==> config.mk <==
export PLATFORM = sky130hd
export DESIGN_NAME = cordic_vectoring_fixed
export DESIGN_NICKNAME = d
export VERILOG_FILES = /design/src/rtl/cordic_vectoring_fixed.sv
export SDC_FILE = /design/constraint.sdc
export NUM_CORES = 1
export LEC_CHECK = 0
export CAP_MARGIN = 5
export CORE_MARGIN = 1
export CORE_UTILIZATION = 50
export CTS_CLUSTER_DIAMETER = 40
export DETAILED_ROUTE_END_ITERATION = 10
export GPL_TIMING_DRIVEN = 1
export PLACE_DENSITY = 0.7
export REMOVE_ABC_BUFFERS = 1
export SYNTH_ARGS = -nofsm -noshare
export SYNTH_HDL_FRONTEND = slang
export SYNTH_SLANG_ARGS = --single-unit
==> constraint.sdc <==
create_clock -name clk -period 19.8 [get_ports clk]
set_input_delay 2.97 -clock clk [delete_from_list [all_inputs] [get_ports clk]]
set_output_delay 2.97 -clock clk [all_outputs]
set_load 0.02 [all_outputs]
==> src/rtl/cordic_vectoring_fixed.sv <==
// CORDIC vectoring engine: converts (x_in, y_in) into magnitude, residual y
// and angle, one micro-rotation per clock, followed by a gain-correction step.
module cordic_vectoring_fixed #(
    parameter int N              = 15,
    parameter int wordLength     = 16,
    parameter int fractionLength = 12
) (
    input  logic                         clk,
    input  logic                         rst,
    input  logic                         valid,
    input  logic signed [wordLength-1:0] x_in,
    input  logic signed [wordLength-1:0] y_in,
    output logic                         ready,
    output logic signed [wordLength-1:0] x_out,
    output logic signed [wordLength-1:0] y_out,
    output logic signed [wordLength-1:0] z_out,
    output logic                         done
);
    localparam int W  = wordLength;
    localparam int XW = 2 * wordLength;   // internal x/y width, wide enough for the CORDIC gain
    localparam int PW = 4 * wordLength;   // gain-correction product width
    localparam int IW = (N > 1) ? $clog2(N) : 1;

    // atan(2^-i) with 30 fraction bits; past the table atan(2^-i) equals 2^-i at that precision
    function automatic longint atan_q30(input int i);
        case (i)
            0:       atan_q30 = 64'sd843314856;
            1:       atan_q30 = 64'sd497837829;
            2:       atan_q30 = 64'sd263043836;
            3:       atan_q30 = 64'sd133525158;
            4:       atan_q30 = 64'sd67021686;
            5:       atan_q30 = 64'sd33543515;
            6:       atan_q30 = 64'sd16775850;
            7:       atan_q30 = 64'sd8388437;
            8:       atan_q30 = 64'sd4194282;
            9:       atan_q30 = 64'sd2097149;
            10:      atan_q30 = 64'sd1048575;
            11:      atan_q30 = 64'sd524287;
            12:      atan_q30 = 64'sd262143;
            13:      atan_q30 = 64'sd131071;
            14:      atan_q30 = 64'sd65535;
            default: atan_q30 = (i <= 30) ? (64'sd1 <<< (30 - i)) : 64'sd0;
        endcase
    endfunction

    // Round a 30-fraction-bit constant to fractionLength fraction bits
    function automatic longint from_q30(input longint v);
        if (fractionLength >= 30)
            from_q30 = v <<< (fractionLength - 30);
        else
            from_q30 = (v + (64'sd1 <<< (29 - fractionLength))) >>> (30 - fractionLength);
    endfunction

    // Clamp a wide signed value to the signed W-bit range
    function automatic logic signed [W-1:0] sat_w(input logic signed [PW-1:0] v);
        if (v[PW-1:W-1] == {(PW-W+1){v[PW-1]}})
            sat_w = v[W-1:0];
        else if (v[PW-1])
            sat_w = {1'b1, {(W-1){1'b0}}};
        else
            sat_w = {1'b0, {(W-1){1'b1}}};
    endfunction

    localparam longint PI_Q30 = 64'sd3373259426;   // pi
    localparam longint K_Q30  = 64'sd652032837;    // 0.6072529, inverse CORDIC gain
    localparam longint PI_L   = from_q30(PI_Q30);
    localparam longint K_L    = from_q30(K_Q30);
    localparam logic signed [W-1:0]  PI_W      = PI_L[W-1:0];
    localparam logic signed [XW-1:0] K_X       = K_L[XW-1:0];
    localparam logic [IW-1:0]        LAST_ITER = IW'(N - 1);

    typedef enum logic [1:0] {IDLE, ITER, SCALE} state_t;

    state_t               state_reg;
    logic signed [XW-1:0] x_reg, y_reg;
    logic signed [W-1:0]  z_reg;
    logic [IW-1:0]        iter_reg;
    logic                 zero_reg;
    logic                 ready_reg;
    logic                 done_reg;
    logic signed [W-1:0]  x_out_reg, y_out_reg, z_out_reg;

    logic signed [W-1:0]  atan_tab [N];

    genvar gi;
    generate
        for (gi = 0; gi < N; gi++) begin : g_atan
            localparam longint ATAN_L = from_q30(atan_q30(gi));
            assign atan_tab[gi] = ATAN_L[W-1:0];
        end
    endgenerate

    logic signed [XW-1:0] x_ext, y_ext;
    logic signed [XW-1:0] x_cap_next, y_cap_next;
    logic signed [W-1:0]  z_cap_next;
    logic                 zero_in;

    assign x_ext   = {{W{x_in[W-1]}}, x_in};
    assign y_ext   = {{W{y_in[W-1]}}, y_in};
    assign zero_in = (x_in == '0) && (y_in == '0);

    // Pre-rotation into the right half-plane so the micro-rotations converge
    always_comb begin
        x_cap_next = x_ext;
        y_cap_next = y_ext;
        z_cap_next = '0;
        if (x_in[W-1]) begin
            x_cap_next = -x_ext;
            y_cap_next = -y_ext;
            z_cap_next = y_in[W-1] ? -PI_W : PI_W;
        end
    end

    logic signed [XW-1:0] x_sh, y_sh, x_next, y_next;
    logic signed [W-1:0]  z_next, atan_cur;

    // One micro-rotation driving y toward zero; both updates use the old x and y
    always_comb begin
        x_sh     = x_reg >>> iter_reg;
        y_sh     = y_reg >>> iter_reg;
        atan_cur = atan_tab[iter_reg];
        if (!y_reg[XW-1]) begin
            x_next = x_reg + y_sh;
            y_next = y_reg - x_sh;
            z_next = z_reg + atan_cur;
        end else begin
            x_next = x_reg - y_sh;
            y_next = y_reg + x_sh;
            z_next = z_reg - atan_cur;
        end
    end

    logic signed [PW-1:0] prod, prod_sh, y_wide;

    assign prod    = {{(PW-XW){x_reg[XW-1]}}, x_reg} * {{(PW-XW){1'b0}}, K_X};
    assign prod_sh = prod >>> fractionLength;
    assign y_wide  = {{(PW-XW){y_reg[XW-1]}}, y_reg};

    // Control FSM and datapath registers: capture, iterate N times, then scale and publish
    always_ff @(posedge clk) begin
        if (rst) begin
            state_reg <= IDLE;
            x_reg     <= '0;
            y_reg     <= '0;
            z_reg     <= '0;
            iter_reg  <= '0;
            zero_reg  <= 1'b0;
            ready_reg <= 1'b1;
            done_reg  <= 1'b0;
            x_out_reg <= '0;
            y_out_reg <= '0;
            z_out_reg <= '0;
        end else begin
            done_reg <= 1'b0;
            case (state_reg)
                IDLE: begin
                    if (valid && ready_reg) begin
                        x_reg     <= x_cap_next;
                        y_reg     <= y_cap_next;
                        z_reg     <= z_cap_next;
                        zero_reg  <= zero_in;
                        iter_reg  <= '0;
                        ready_reg <= 1'b0;
                        state_reg <= ITER;
                    end
                end
                ITER: begin
                    x_reg <= x_next;
                    y_reg <= y_next;
                    z_reg <= z_next;
                    if (iter_reg == LAST_ITER) begin
                        state_reg <= SCALE;
                    end else begin
                        iter_reg <= iter_reg + IW'(1);
                    end
                end
                SCALE: begin
                    if (zero_reg) begin
                        x_out_reg <= '0;
                        y_out_reg <= '0;
                        z_out_reg <= '0;
                    end else begin
                        x_out_reg <= sat_w(prod_sh);
                        y_out_reg <= sat_w(y_wide);
                        z_out_reg <= z_reg;
                    end
                    done_reg  <= 1'b1;
                    ready_reg <= 1'b1;
                    state_reg <= IDLE;
                end
                default: begin
                    ready_reg <= 1'b1;
                    state_reg <= IDLE;
                end
            endcase
        end
    end

    assign ready = ready_reg;
    assign done  = done_reg;
    assign x_out = x_out_reg;
    assign y_out = y_out_reg;
    assign z_out = z_out_reg;

endmodule

## After elaboration in Yosys (flattened, before gate mapping)

Memories as Yosys holds them, arrays and structs flattened.
Index checks and enable logic that the tools add are counted.
Widths: inputs -> output; s select.

- Multipliers: 1
- Order comparisons: 1
- Equal/unequal tests: 8
- Add/subtract/negate cells: 9
- Shift-type cells: 2
- Muxes and demuxes: 31
- Bitwise gates (word level): 2
- Reductions and logical operators: 11

Operator list:

| cell | count |
|---|---|
| $mux 16 | 13 |
| $mux 32 | 6 |
| $pmux 32 s2 | 2 |
| $add 32x32->32 | 2 |
| $neg 16->32 | 2 |
| $sshr 32x4->32 | 2 |
| $sub 32x32->32 | 2 |
| $mul 32x13->45 const B | 1 |
| $eq 36x36->1 | 1 |
| $logic_not 16->1 | 2 |
| $pmux 16 s2 | 1 |
| $add 16x16->16 | 1 |
| $eq 16x16->1 | 1 |
| $sub 16x16->16 | 1 |
| $mux 4 | 2 |
| $pmux 4 s2 | 1 |
| $reduce_and 2->1 | 4 |
| $ne 2x2->1 const B | 3 |
| $ge 5x5->1 const B | 1 |
| $not 4->5 | 1 |
| $add 4x1->4 const B | 1 |
| $eq 4x4->1 const B | 1 |
| $mux 2 | 2 |
| $pmux 2 s2 | 1 |
| 9 further kinds | 11 |

- Memory bits (read-only): 256
- Word-level logic and storage cells: 77
- Memories: 1
- Register bits after elaboration: 137
- Input bits: 35

Memory list:

| memory | words | width | rd ports | clocked after memory_dff | wr ports | line | source |
|---|---|---|---|---|---|---|---|
| (name not given) | 16 | 16 | 1 | 0 | 0 | 121 | `atan_cur = atan_tab[iter_reg];` |

## Logic depth before layout (Yosys ltp)

Gate-level depths: netlist of the first run.

- Word-level depth: 7
- Mapped depth: 26
- Mapped depth without buffers: 23

## Worst setup path after synthesis of the first run

No wires, ideal clock.

- Kind: register to register
- Start point: register x_reg[12]
- End point: register x_out_reg[10], in the netlist x_out[10]
- Arrival: 6137 ps
- Path buffers: 1
- Cell stages (with the launch flop): 23
- Library setup time: 141 ps
- Slack: 13521 ps
- Cell sequence: dfxtp_1 ha_1 inv_1 fa_1 inv_1 fa_1 fa_1 inv_1 fa_1 inv_1 ha_1 and2_1 a221oi_1 o21ai_0 and3b_1 o211ai_1 o211ai_1 o311a_1 or2_2 a2111oi_0 a41o_1 clkbuf_1 o211ai_1

- Cells in the longest elaborated chain, start to end: 4
- Elaborated cells on any way between the ends: 5

RTL lines:

| element | line | source |
|---|---|---|
| start, declared | 75 | `logic signed [XW-1:0] x_reg, y_reg;` |
| start signal, assigned | 158 | `x_reg <= x_cap_next;` |
| start signal, assigned | 168 | `x_reg <= x_next;` |
| $mul 32x13->45 (*) | 135 | `assign prod = {{(PW-XW){x_reg[XW-1]}}, x_reg} * {{(PW-XW){1'b0}}, K_X};` |
| $eq 36x36->1 or $mux 16 (tied branches) | 56, 58 |  |
| $mux 16 (*) | 56 | `if (v[PW-1:W-1] == {(PW-W+1){v[PW-1]}})` |
| $mux 16 (*) | 178 | `if (zero_reg) begin` |
| end signal, assigned | 183 | `x_out_reg <= sat_w(prod_sh);` |
| end, declared | 81 | `logic signed [W-1:0] x_out_reg, y_out_reg, z_out_reg;` |

Mark *: on every way between the ends. The rest lies on a longest branch, timed or not.
A chain may end at the register's enable or synchronous reset.

## Worst setup path in the final report of the first run

- Start point: register x_reg[12]
- End point: register x_out_reg[4], in the netlist x_out[4]

The elaborated chain is that of the path after synthesis.

==> run_results.csv, run 1 <==
group,metric,value,unit
synth,netlist_instances,2653,
detailed_routing,totalWireLength,60130,um
setup_path,arrival,7900,ps
setup_path,cp_max_fo,15,
cells_and_area,num_antenna_cells,0,
setup_path,critPathKind,"reg2reg",
setup_path,ff2ff_setup_slack,12300,ps
sta,fmax,133.3,MHz
power,switching_power,2.187,mW
synth,synth_largest_area_cell,"fa_1",
hold_path,hold_end,"y_out[2]",
floorplanning,die_y,213.3,um
sta,period_needed,7501,ps
global_routing,grt_pass1_wl,98770,um
sta,setup_violations,0,
power,power_density,170.1,nW/um2
synth,synth_area_leaders,"fa_1 (16%), dfxtp_1 (12%), ha_1 (12%)",
floorplanning,die_x,213.3,um
setup_path,crit_chain,"ha_1 -> inv_1 -> fa_1 -> inv_1 -> fa_1 -> fa_1 -> inv_1 -> fa_1 -> inv_1 -> ha_1 -> a21o_1 -> a221oi_1 -> o211ai_1 -> and2_1 -> a211oi_1 -> nor3b_1 -> o221ai_1 -> o31ai_1 -> a2111oi_0 -> o2111ai_1 -> o211ai_1",
cells_and_area,nets,3091,
clocking,post-cts-setup-buffer-count,0,
sta,clock_skew,8.720,ps
power,swShare,53.22,%
synth,yosysTopAreaCellShare,16.06,%
detailed_routing,drc,2,
synth,synth_top_flop_cell,"dfxtp_1",
detailed_routing,via_per_inst,5.995,
setup_path,start_kind,"flop",
sta,hold_viol_final,0,
setup_path,critical-path-max-stage-delay,740,ps
sta,tightest_slew,1197,ps
power,comb_power_share,82.2,%
placement,port_buffers,84,
synth,async_flop_share,0,%
floorplanning,io_pins,85,
power,internal-power,1.922,mW
run,maxCapViolCount,0,
sta,finalSetupTns,0,ps
hold_path,min_delay_path_depth,2,
detailed_routing,firstDrtPassIters,8,
hold_path,hp-class,"reg2reg",
clocking,cts_max_path_buffers,2,
power,ir_drop,0.0002109,V
detailed_routing,routedWlPerCell,18.43,um
clocking,cts_root_buf,"clkbuf_16",
global_routing,overflow,0,
sta,fin_crit_sh,37.88,%
floorplanning,start_util,50.57,%
synth,synth_edf_count,0,
global_routing,antenna_found_initial,0,
global_routing,grt_max_degree,70,
floorplanning,die_area,45480,um2
placement,gp_congestion,0.9337,
detailed_routing,drt_iter0_drc,1535,
clocking,cts_sinks,137,
cells_and_area,final_util,54.75,%
global_routing,grt_usage,27.48,%
global_routing,grt_pass1_vias,18990,
floorplanning,rows,77,
synth,synth_area,22320,um2
detailed_routing,antenna_left,0,
floorplanning,design.core.area,44120,um2
placement,hpwlAfterDp,47220,um
detailed_routing,num_vias,19560,
clocking,clk_latency,490,ps
power,seqPwrFrac,9.8,%
setup_path,endpoint_kind,"flop",
clocking,cts_resized,0,
sta,report.final.slew_viol_count,0,
cells_and_area,syn_to_final_growth,8.265,%
synth,postSynthAreaPerCell,8.411,um2
synth,ys_seq_elements,137,
outcome,status,"complete, but fails checks",
synth,ys_seq_area_share,12.29,%
clocking,tritoncts,"built",
synth,synth_cell_types,84,
cells_and_area,drive_gt1_share,6.964,%
clocking,h-tree-depth,4,
outcome,violations,"DRC",
setup_path,cp_slowest_cell,"o2111ai_1",
sta,rsz0062_at_grt,"no",
hold_path,hold_path.startpoint,"y_out[2]",
setup_path,rr_worst_depth,21,
sta,max_slew_margin,20.13,%
synth,yosysWarnings,0,
setup_path,cp.required,20200,ps
setup_path,reg2reg_to,"x_out[4]",
power,clkPwrFrac,8.0,%
setup_path,reg2reg_from,"x_reg[12]",
clocking,cts_buffers,17,
clocking,cts_hold_buf,0,
clocking,clkTransAtPathRegs,60,ps
power,p_leak,11.03,nW
==> routing by layer <==
layer,GRT usage [%],up-vias,share of wire (%),wire (um)
met4,9.163,0,2.5,1507
li1,-,9270,-,-
met1,37.58,9648,44,26590
met5,0,-,0,0
met2,44.28,569,48,28610
met3,4.221,74,5.7,3422
==> layout make-up <==
type / count / area, um2
well taps: 592 / 740.7
fillers: 4098 / 19970
clock buffers: 18 / 429.2
inverters: 370 / 1389
repair buffers: 106 / 1003
clock inverters: 14 / 141.4
flip-flops and latches: 137 / 2751
multi-input cells: 2026 / 17700
==> power by group through the flow <==
| stage | Clock (mW) | Combinational [mW] | Sequential [mW] |
|---|---|---|---|
| after floorplan | 0 | 2.65 | 0.381 |
| after global placement | 0 | 3.28 | 0.404 |
| after detailed placement | 0 | 3.37 | 0.408 |
| after CTS | 0.335 | 3.40 | 0.401 |
| after global routing | 0.345 | 3.84 | 0.413 |
| final | 0.328 | 3.38 | 0.403 |
==> per-stage QoR <==
step	cell area [um2]	instances	hold slack, ps	setup slack (ps)	total power, mW
after detailed placement	23590	3231	445.2	12310	3.778
after floorplan	21810	2533	456.0	10880	3.028
after global placement	23590	3231	440.4	12620	3.687
after global routing	24160	3263	470.1	11610	4.600
after CTS	24160	3263	453.1	12250	4.138
final	24160	3263	448.9	12300	4.109
==> cell usage in the layout (no fill, tap or decap), types with 17 or more instances in the layout <==
cell type        count
nor3_1              56
fa_1               179
a31oi_1             21
xor2_1              84
dfxtp_1            132
a21oi_1            209
mux4_2              69
o31ai_1             17
nand2b_1            22
buf_4               23
nor2b_1             20
clkdlybuf4s50_1     83
a21o_1              51
xnor2_1             93
o21a_1              17
and3_1              22
ha_1               219
or3_1               21
a211oi_1            44
clkbuf_16           17
nor2_1             222
nand2_1            174
o21ai_0             95
nor3b_1             22
o211ai_1            32
mux2_2              31
inv_1              368
nand3_1             40
mux2i_1             43
==> cells in the mapped netlist (16+ instances only) <==
cell / instances
and3_1: 22
and2_1: 16
inv_1: 368
mux2i_1: 43
a21oi_1: 209
mux2_2: 31
o21ai_0: 95
nor2b_1: 21
or3_1: 21
o31ai_1: 17
dfxtp_1: 137
mux4_2: 69
fa_1: 179
xor2_1: 84
nor3_1: 56
nand3_1: 40
ha_1: 219
nand2b_1: 23
nand2_1: 174
o211ai_1: 32
a21o_1: 51
nor3b_1: 22
a31oi_1: 21
buf_1: 21
o21bai_1: 16
clkbuf_1: 87
nor2_1: 222
o21a_1: 17
a211oi_1: 44
xnor2_1: 93
==> critical path: cells and delay by family (launching register included) <==
family / cells / cell delay (ps)
AO/OA/AOI/OAI: 9 / 3420
adder cells (fa/ha/maj): 6 / 2630
buffers and inverters: 4 / 320
flip-flops: 1 / 570
AND/OR/NAND/NOR: 2 / 460
==> how the worst max path moves through the flow <==
stage	startpoint	to	slack, ps	depth (start not counted)
3_3_place_gp	x_reg[8]	x_out[14]	12620	21
6_report	x_reg[12]	x_out[4]	12300	21
2_1_floorplan	valid	y_reg[19]	10880	6
3_5_place_dp	x_reg[15]	x_out[1]	12310	21
5_1_grt	x_reg[7]	x_out[14]	11610	21
4_1_cts	x_reg[12]	x_out[1]	12250	21
==> kinds of logic after synthesis <==
group	after synthesis	synth area share, %
buffers and inverters	490	8.483
multiplexers	150	11.28
adder cells (fa/ha/maj)	398	28.34
AO/OA/AOI/OAI	620	17.93
XOR/XNOR	177	6.947
AND/OR/NAND/NOR	681	14.74
flip-flops	137	12.29
Note: power is estimated with default switching activity, not from simulation.
==> inputs of run 2 (changes only) <==
- PLACE_DENSITY: 0.7 -> 0.73
- clock period: 19.8 -> 6.6 ns (I/O delays scaled with it)
==> run_results.csv, run 2 (synthesis results as in run 1) <==
group,metric,value,unit
power,internal-power,6.376,mW
global_routing,grt_usage,27.52,%
setup_path,critPathTopFamily,"adder cells",
clocking,cts_max_path_buffers,2,
global_routing,antenna_found_initial,1,
floorplanning,io_pins,85,
power,p_leak,11.33,nW
clocking,clk_latency,490,ps
setup_path,reg2reg_to,"x_out[1]",
setup_path,crit_chain,"ha_4 -> inv_1 -> fa_1 -> inv_1 -> fa_1 -> fa_1 -> inv_1 -> fa_1 -> inv_1 -> ha_4 -> and2_4 -> a221oi_4 -> o211ai_1 -> and3b_2 -> o211ai_1 -> o211ai_1 -> o311a_1 -> or2_2 -> a2111oi_4 -> o2111ai_2 -> buf_6 -> o211ai_1",
floorplanning,start_util,50.57,%
cells_and_area,final_common_cell,"inv_1",
placement,port_buffers,84,
sta,clock_skew,14.12,ps
clocking,cts_root_buf,"clkbuf_16",
cells_and_area,fin_cells,3318,
cells_and_area,syn_to_final_growth,11.82,%
detailed_routing,via_per_inst,6.044,
power,comb_power_share,83.7,%
hold_path,hold_path.startpoint,"y_out[9]",
sta,period_needed,6386,ps
placement,dpl_worst_slack,-221.9,ps
detailed_routing,firstDrtPassIters,5,
clocking,cts_buffers,17,
hold_path,hp-class,"reg2reg",
sta,fin_crit_sh,96.76,%
power,swShare,52.65,%
sta,report.final.slew_viol_count,0,
setup_path,critical-path-max-stage-delay,550,ps
cells_and_area,multiInputGateArea,17990,um2
global_routing,grt_max_degree,71,
floorplanning,die_x,213.3,um
detailed_routing,antenna_left,0,
clocking,tritoncts,"built",
setup_path,cp_max_fo,7,
detailed_routing,drt_iter0_drc,1645,
sta,whs,455.1,ps
global_routing,overflow,0,
cells_and_area,nFillCells,4021,
detailed_routing,drc,0,
clocking,cts_sinks,137,
hold_path,min_delay_path_depth,2,
power,clkPwrFrac,7.7,%
placement,placed_cells,3280,
clocking,h-tree-depth,4,
setup_path,rr_worst_depth,22,
cells_and_area,drive_gt1_share,10.72,%
floorplanning,rows,77,
global_routing,grt_pass1_wl,99220,um
setup_path,path_buf_inv,5,
cells_and_area,seq_area,2783,um2
hold_path,hold_end,"y_out[9]",
power,switching_power,7.089,mW
setup_path,reg2reg_from,"x_reg[13]",
floorplanning,die_area,45480,um2
placement,placed_cell_area,23980,um2
setup_path,arrival,6800,ps
setup_path,critPathKind,"reg2reg",
sta,fmax,156.6,MHz
cells_and_area,layout_common_cells,"inv_1 (364), nor2_1 (221), a21oi_1 (207)",
clocking,clkTransAtPathRegs,70,ps
clocking,cts_hold_buf,0,
floorplanning,die_y,213.3,um
sta,worst_slack,213.6,ps
power,seqPwrFrac,8.6,%
cells_and_area,stdcell_area,24950,um2
setup_path,endpoint_kind,"flop",
setup_path,cp_slowest_cell,"fa_1",
sta,hold_viol_final,0,
cells_and_area,nets,3146,
power,ir_drop,0.0007537,V
sta,setup_violations,0,
floorplanning,design.core.area,44120,um2
power,power_density,539.6,nW/um2
placement,gp_congestion,0.9604,
sta,max_slew_margin,38.39,%
sta,tightest_slew,922.3,ps
setup_path,cp.required,7010,ps
placement,hpwlAfterDp,48560,um
detailed_routing,routedWlPerCell,18.63,um
global_routing,grt_pass1_vias,19080,
detailed_routing,totalWireLength,61800,um
setup_path,ff2ff_setup_slack,210,ps
run,maxCapViolCount,0,
detailed_routing,num_vias,20050,
power,fin_total_pwr,13.46,mW
outcome,status,"completed",
setup_path,start_kind,"flop",
[run 2: metal layers]
layer  part of all wire, %  GRT usage, %  up-vias
met5                     0             0        -
met2                    47         44.34      701
met1                    44         37.19     9866
met3                   6.1         4.457       98
li1                      -             -     9389
met4                   3.1         9.926        0
[run 2: cell type report]
cell class / instances / area share [%]
Antenna cell: 1 / 0.01003
Timing Repair Buffer: 161 / 5.807
Tap cell: 592 / 2.968
Clock buffer: 18 / 1.760
Clock inverter: 13 / 0.6418
Inverter: 370 / 5.566
Sequential cell: 137 / 11.15
Multi-Input combinational cell: 2026 / 72.10
[run 2: how the worst max path moves through the flow]
| stage | cells past startpoint | startpoint | to | slack (ps) |
|---|---|---|---|---|
| floorplan | 20 | iter_reg[0] | x_reg[31] | -930 |
| global placement | 22 | x_reg[8] | x_out[5] | 30 |
| detailed placement | 22 | x_reg[12] | x_out[6] | -220 |
| CTS | 22 | x_reg[27] | x_out[6] | 40 |
| global route | 23 | x_reg[8] | x_out[4] | -50 |
| finish | 22 | x_reg[13] | x_out[1] | 210 |
[run 2: tightest hold or removal path: stages, from the launching register on]
cell	delay, ps
dfxtp_1	310
nand2_1	50
a21oi_1	50
[run 2: repair_timing]
action,in CTS,in global routing
gates resized for setup,8,66
pin swaps,1,28
buffers inserted,0,5
setup endpoints to repair,15,16
gates cloned,0,1
[run 2: power groups by stage]
stage,logic (mW),clock network (mW),registers (mW)
final,11.3,1.04,1.16
after global routing,12.7,1.09,1.17
after CTS,10.5,1.05,1.13
after detailed placement,10.3,0,1.15
after global placement,10.1,0,1.14
after floorplan,7.94,0,1.14
[run 2: per-stage QoR]
step	util [%]	setup TNS, ps
detailed placement	54.35	-3193
floorplan	-	-17740
finish	56.55	0
global placement	54.35	0
global route	56.55	-438.5
CTS	55.78	0
==> inputs of run 3 (changes only) <==
- ABC_CLOCK_PERIOD_IN_PS: default -> 6490
- PLACE_DENSITY: 0.73 -> 0.7
- clock period: 6.6 -> 6.49 ns (I/O delays scaled with it)
==> run_results.csv, run 3 (synthesis results as in run 1) <==
group,metric,value,unit
setup_path,arrival,6800,ps
floorplanning,rows,77,
setup_path,crit_path_end,"x_out[0]",
global_routing,grt_usage,27.83,%
global_routing,grt_max_degree,60,
detailed_routing,num_vias,19830,
clocking,tritoncts,"built",
sta,tightest_slew,1092,ps
floorplanning,design.core.area,44120,um2
setup_path,critical-path-max-stage-delay,540,ps
sta,max_slew_margin,27.11,%
detailed_routing,firstDrtPassIters,8,
placement,port_buffers,84,
cells_and_area,syn_to_final_growth,13.08,%
sta,rsz0062_at_grt,"yes",
detailed_routing,via_per_inst,5.942,
sta,report.final.slew_viol_count,0,
cells_and_area,nets,3164,
sta,period_needed,6410,ps
setup_path,critPathKind,"reg2reg",
setup_path,start_kind,"flop",
detailed_routing,totalWireLength,62540,um
placement,placed_cells,3294,
sta,hold_viol_final,0,
power,power_density,561.6,nW/um2
floorplanning,die_x,213.3,um
setup_path,crit_chain,"ha_4 -> inv_2 -> fa_1 -> inv_1 -> fa_1 -> fa_1 -> inv_1 -> fa_1 -> inv_1 -> ha_4 -> and2_4 -> a221oi_4 -> o211ai_1 -> buf_4 -> nand3_4 -> a211oi_4 -> or4_1 -> o211ai_1 -> or4b_4 -> nor4bb_4 -> o2111ai_4 -> buf_6 -> o211ai_1",
sta,fmax,156.0,MHz
clocking,clk_latency,480,ps
setup_path,reg2reg_from,"x_reg[12]",
detailed_routing,routedWlPerCell,18.74,um
setup_path,crit_path_frequent_cell,"fa_1",
global_routing,grt_pass1_wl,100200,um
clocking,clkTransAtPathRegs,70,ps
setup_path,cp.required,6880,ps
clocking,cts_max_path_buffers,2,
cells_and_area,seq_area,2783,um2
sta,fin_crit_sh,98.77,%
power,ir_drop,0.0008007,V
power,p_leak,11.44,nW
setup_path,cp_slowest_cell,"fa_1",
floorplanning,start_util,50.57,%
sta,setup_violations,0,
detailed_routing,antenna_left,0,
global_routing,antenna_found_initial,1,
floorplanning,io_pins,85,
run,maxCapViolCount,0,
clocking,h-tree-depth,4,
setup_path,cp_max_fo,8,
hold_path,min_delay_path_depth,2,
sta,clock_skew,15.73,ps
outcome,violations,"DRC",
cells_and_area,stdcell_area,25230,um2
global_routing,grt_pass1_vias,18990,
global_routing,overflow,0,
detailed_routing,drc,2,
detailed_routing,drt_iter0_drc,1746,
placement,gp_congestion,0.9758,
floorplanning,die_y,213.3,um
cells_and_area,fin_cells,3337,
clocking,cts_hold_buf,0,
setup_path,reg2reg_to,"x_out[0]",
clocking,cts_root_buf,"clkbuf_16",
floorplanning,die_area,45480,um2
cells_and_area,layout_common_cells,"inv_1 (357), nor2_1 (221), a21oi_1 (206)",
cells_and_area,final_common_cell,"inv_1",
setup_path,ff2ff_setup_slack,80,ps
clocking,cts_sinks,137,
hold_path,hp-class,"reg2reg",
outcome,status,"complete, but fails checks",
power,fin_total_pwr,14.17,mW
placement,placed_cell_area,24110,um2
cells_and_area,multiInputGateArea,18100,um2
cells_and_area,drive_gt1_share,11.88,%
sta,finalSetupTns,0,ps
setup_path,rr_worst_depth,23,
setup_path,endpoint_kind,"flop",
setup_path,crit_path_start,"x_reg[12]",
placement,hpwlAfterDp,49250,um
clocking,cts_buffers,17,
cells_and_area,nFillCells,4058,
==> run 3: worst max-delay path: cells and delay by family, from the launching register on <==
kind	cells	cell delay, ps
flip-flops	1	380
AND/OR/NAND/NOR	5	1660
AO/OA/AOI/OAI	6	1030
buffers and inverters	6	630
adder cells (fa/ha/maj)	6	2590
==> run 3: how the worst min path moves through the flow <==
stage / from / to
after floorplan: z_reg[6] / z_reg[6]
after global routing: y_out[11] / y_out[11]
final: y_out[12] / y_out[12]
after CTS: y_out[12] / y_out[12]
after detailed placement: y_out[0] / y_out[0]
after global placement: y_out[2] / y_out[2]
==> run 3: timing repair <==
action                                  4_1_cts  5_1_grt
setup buffers                                 0        8
gates cloned                                  0        2
endpoints found under the setup margin       15       20
resized for setup                             4       92
pin swaps                                     1       45
==> run 3: area by class of cell <==
class	count	share of cell area, %
antenna	1	0.009917
clock buffer	20	1.810
tap	592	2.935
sequential	137	11.03
clock inverter	12	0.4264
timing repair buffer	179	6.526
multi-input combinational	2026	71.75
inverter	370	5.514
==> run 3: stage by stage <==
step | hold WS [ps] | setup WS, ps | util [%]
after floorplan | 456.0 | -1044 | -
after global placement | 438.7 | -1.065 | 54.64
after detailed placement | 445.9 | -154.7 | 54.64
after CTS | 453.6 | 11.79 | 55.96
after global routing | 470.1 | -119.3 | 57.19
final | 448.7 | 79.95 | 57.19
==> run 3: power by group <==
| part | internal, mW | total [mW] | switching [mW] | leakage [nW] |
|---|---|---|---|---|
| registers | 0.963 | 1.18 | 0.220 | 1.13 |
| logic | 5.28 | 12.0 | 6.73 | 10.0 |
| clock network | 0.520 | 0.981 | 0.462 | 0.277 |
| total | 6.76 | 14.2 | 7.41 | 11.4 |
==> run 3: metal layers <==
metal | up-vias | share of wire [%] | global-route usage, %
li1 | 9420 | - | -
met1 | 9677 | 44 | 38.60
met2 | 665 | 48 | 45.21
met3 | 68 | 5.9 | 3.574
met4 | 0 | 2.2 | 8.177
met5 | - | 0 | 0
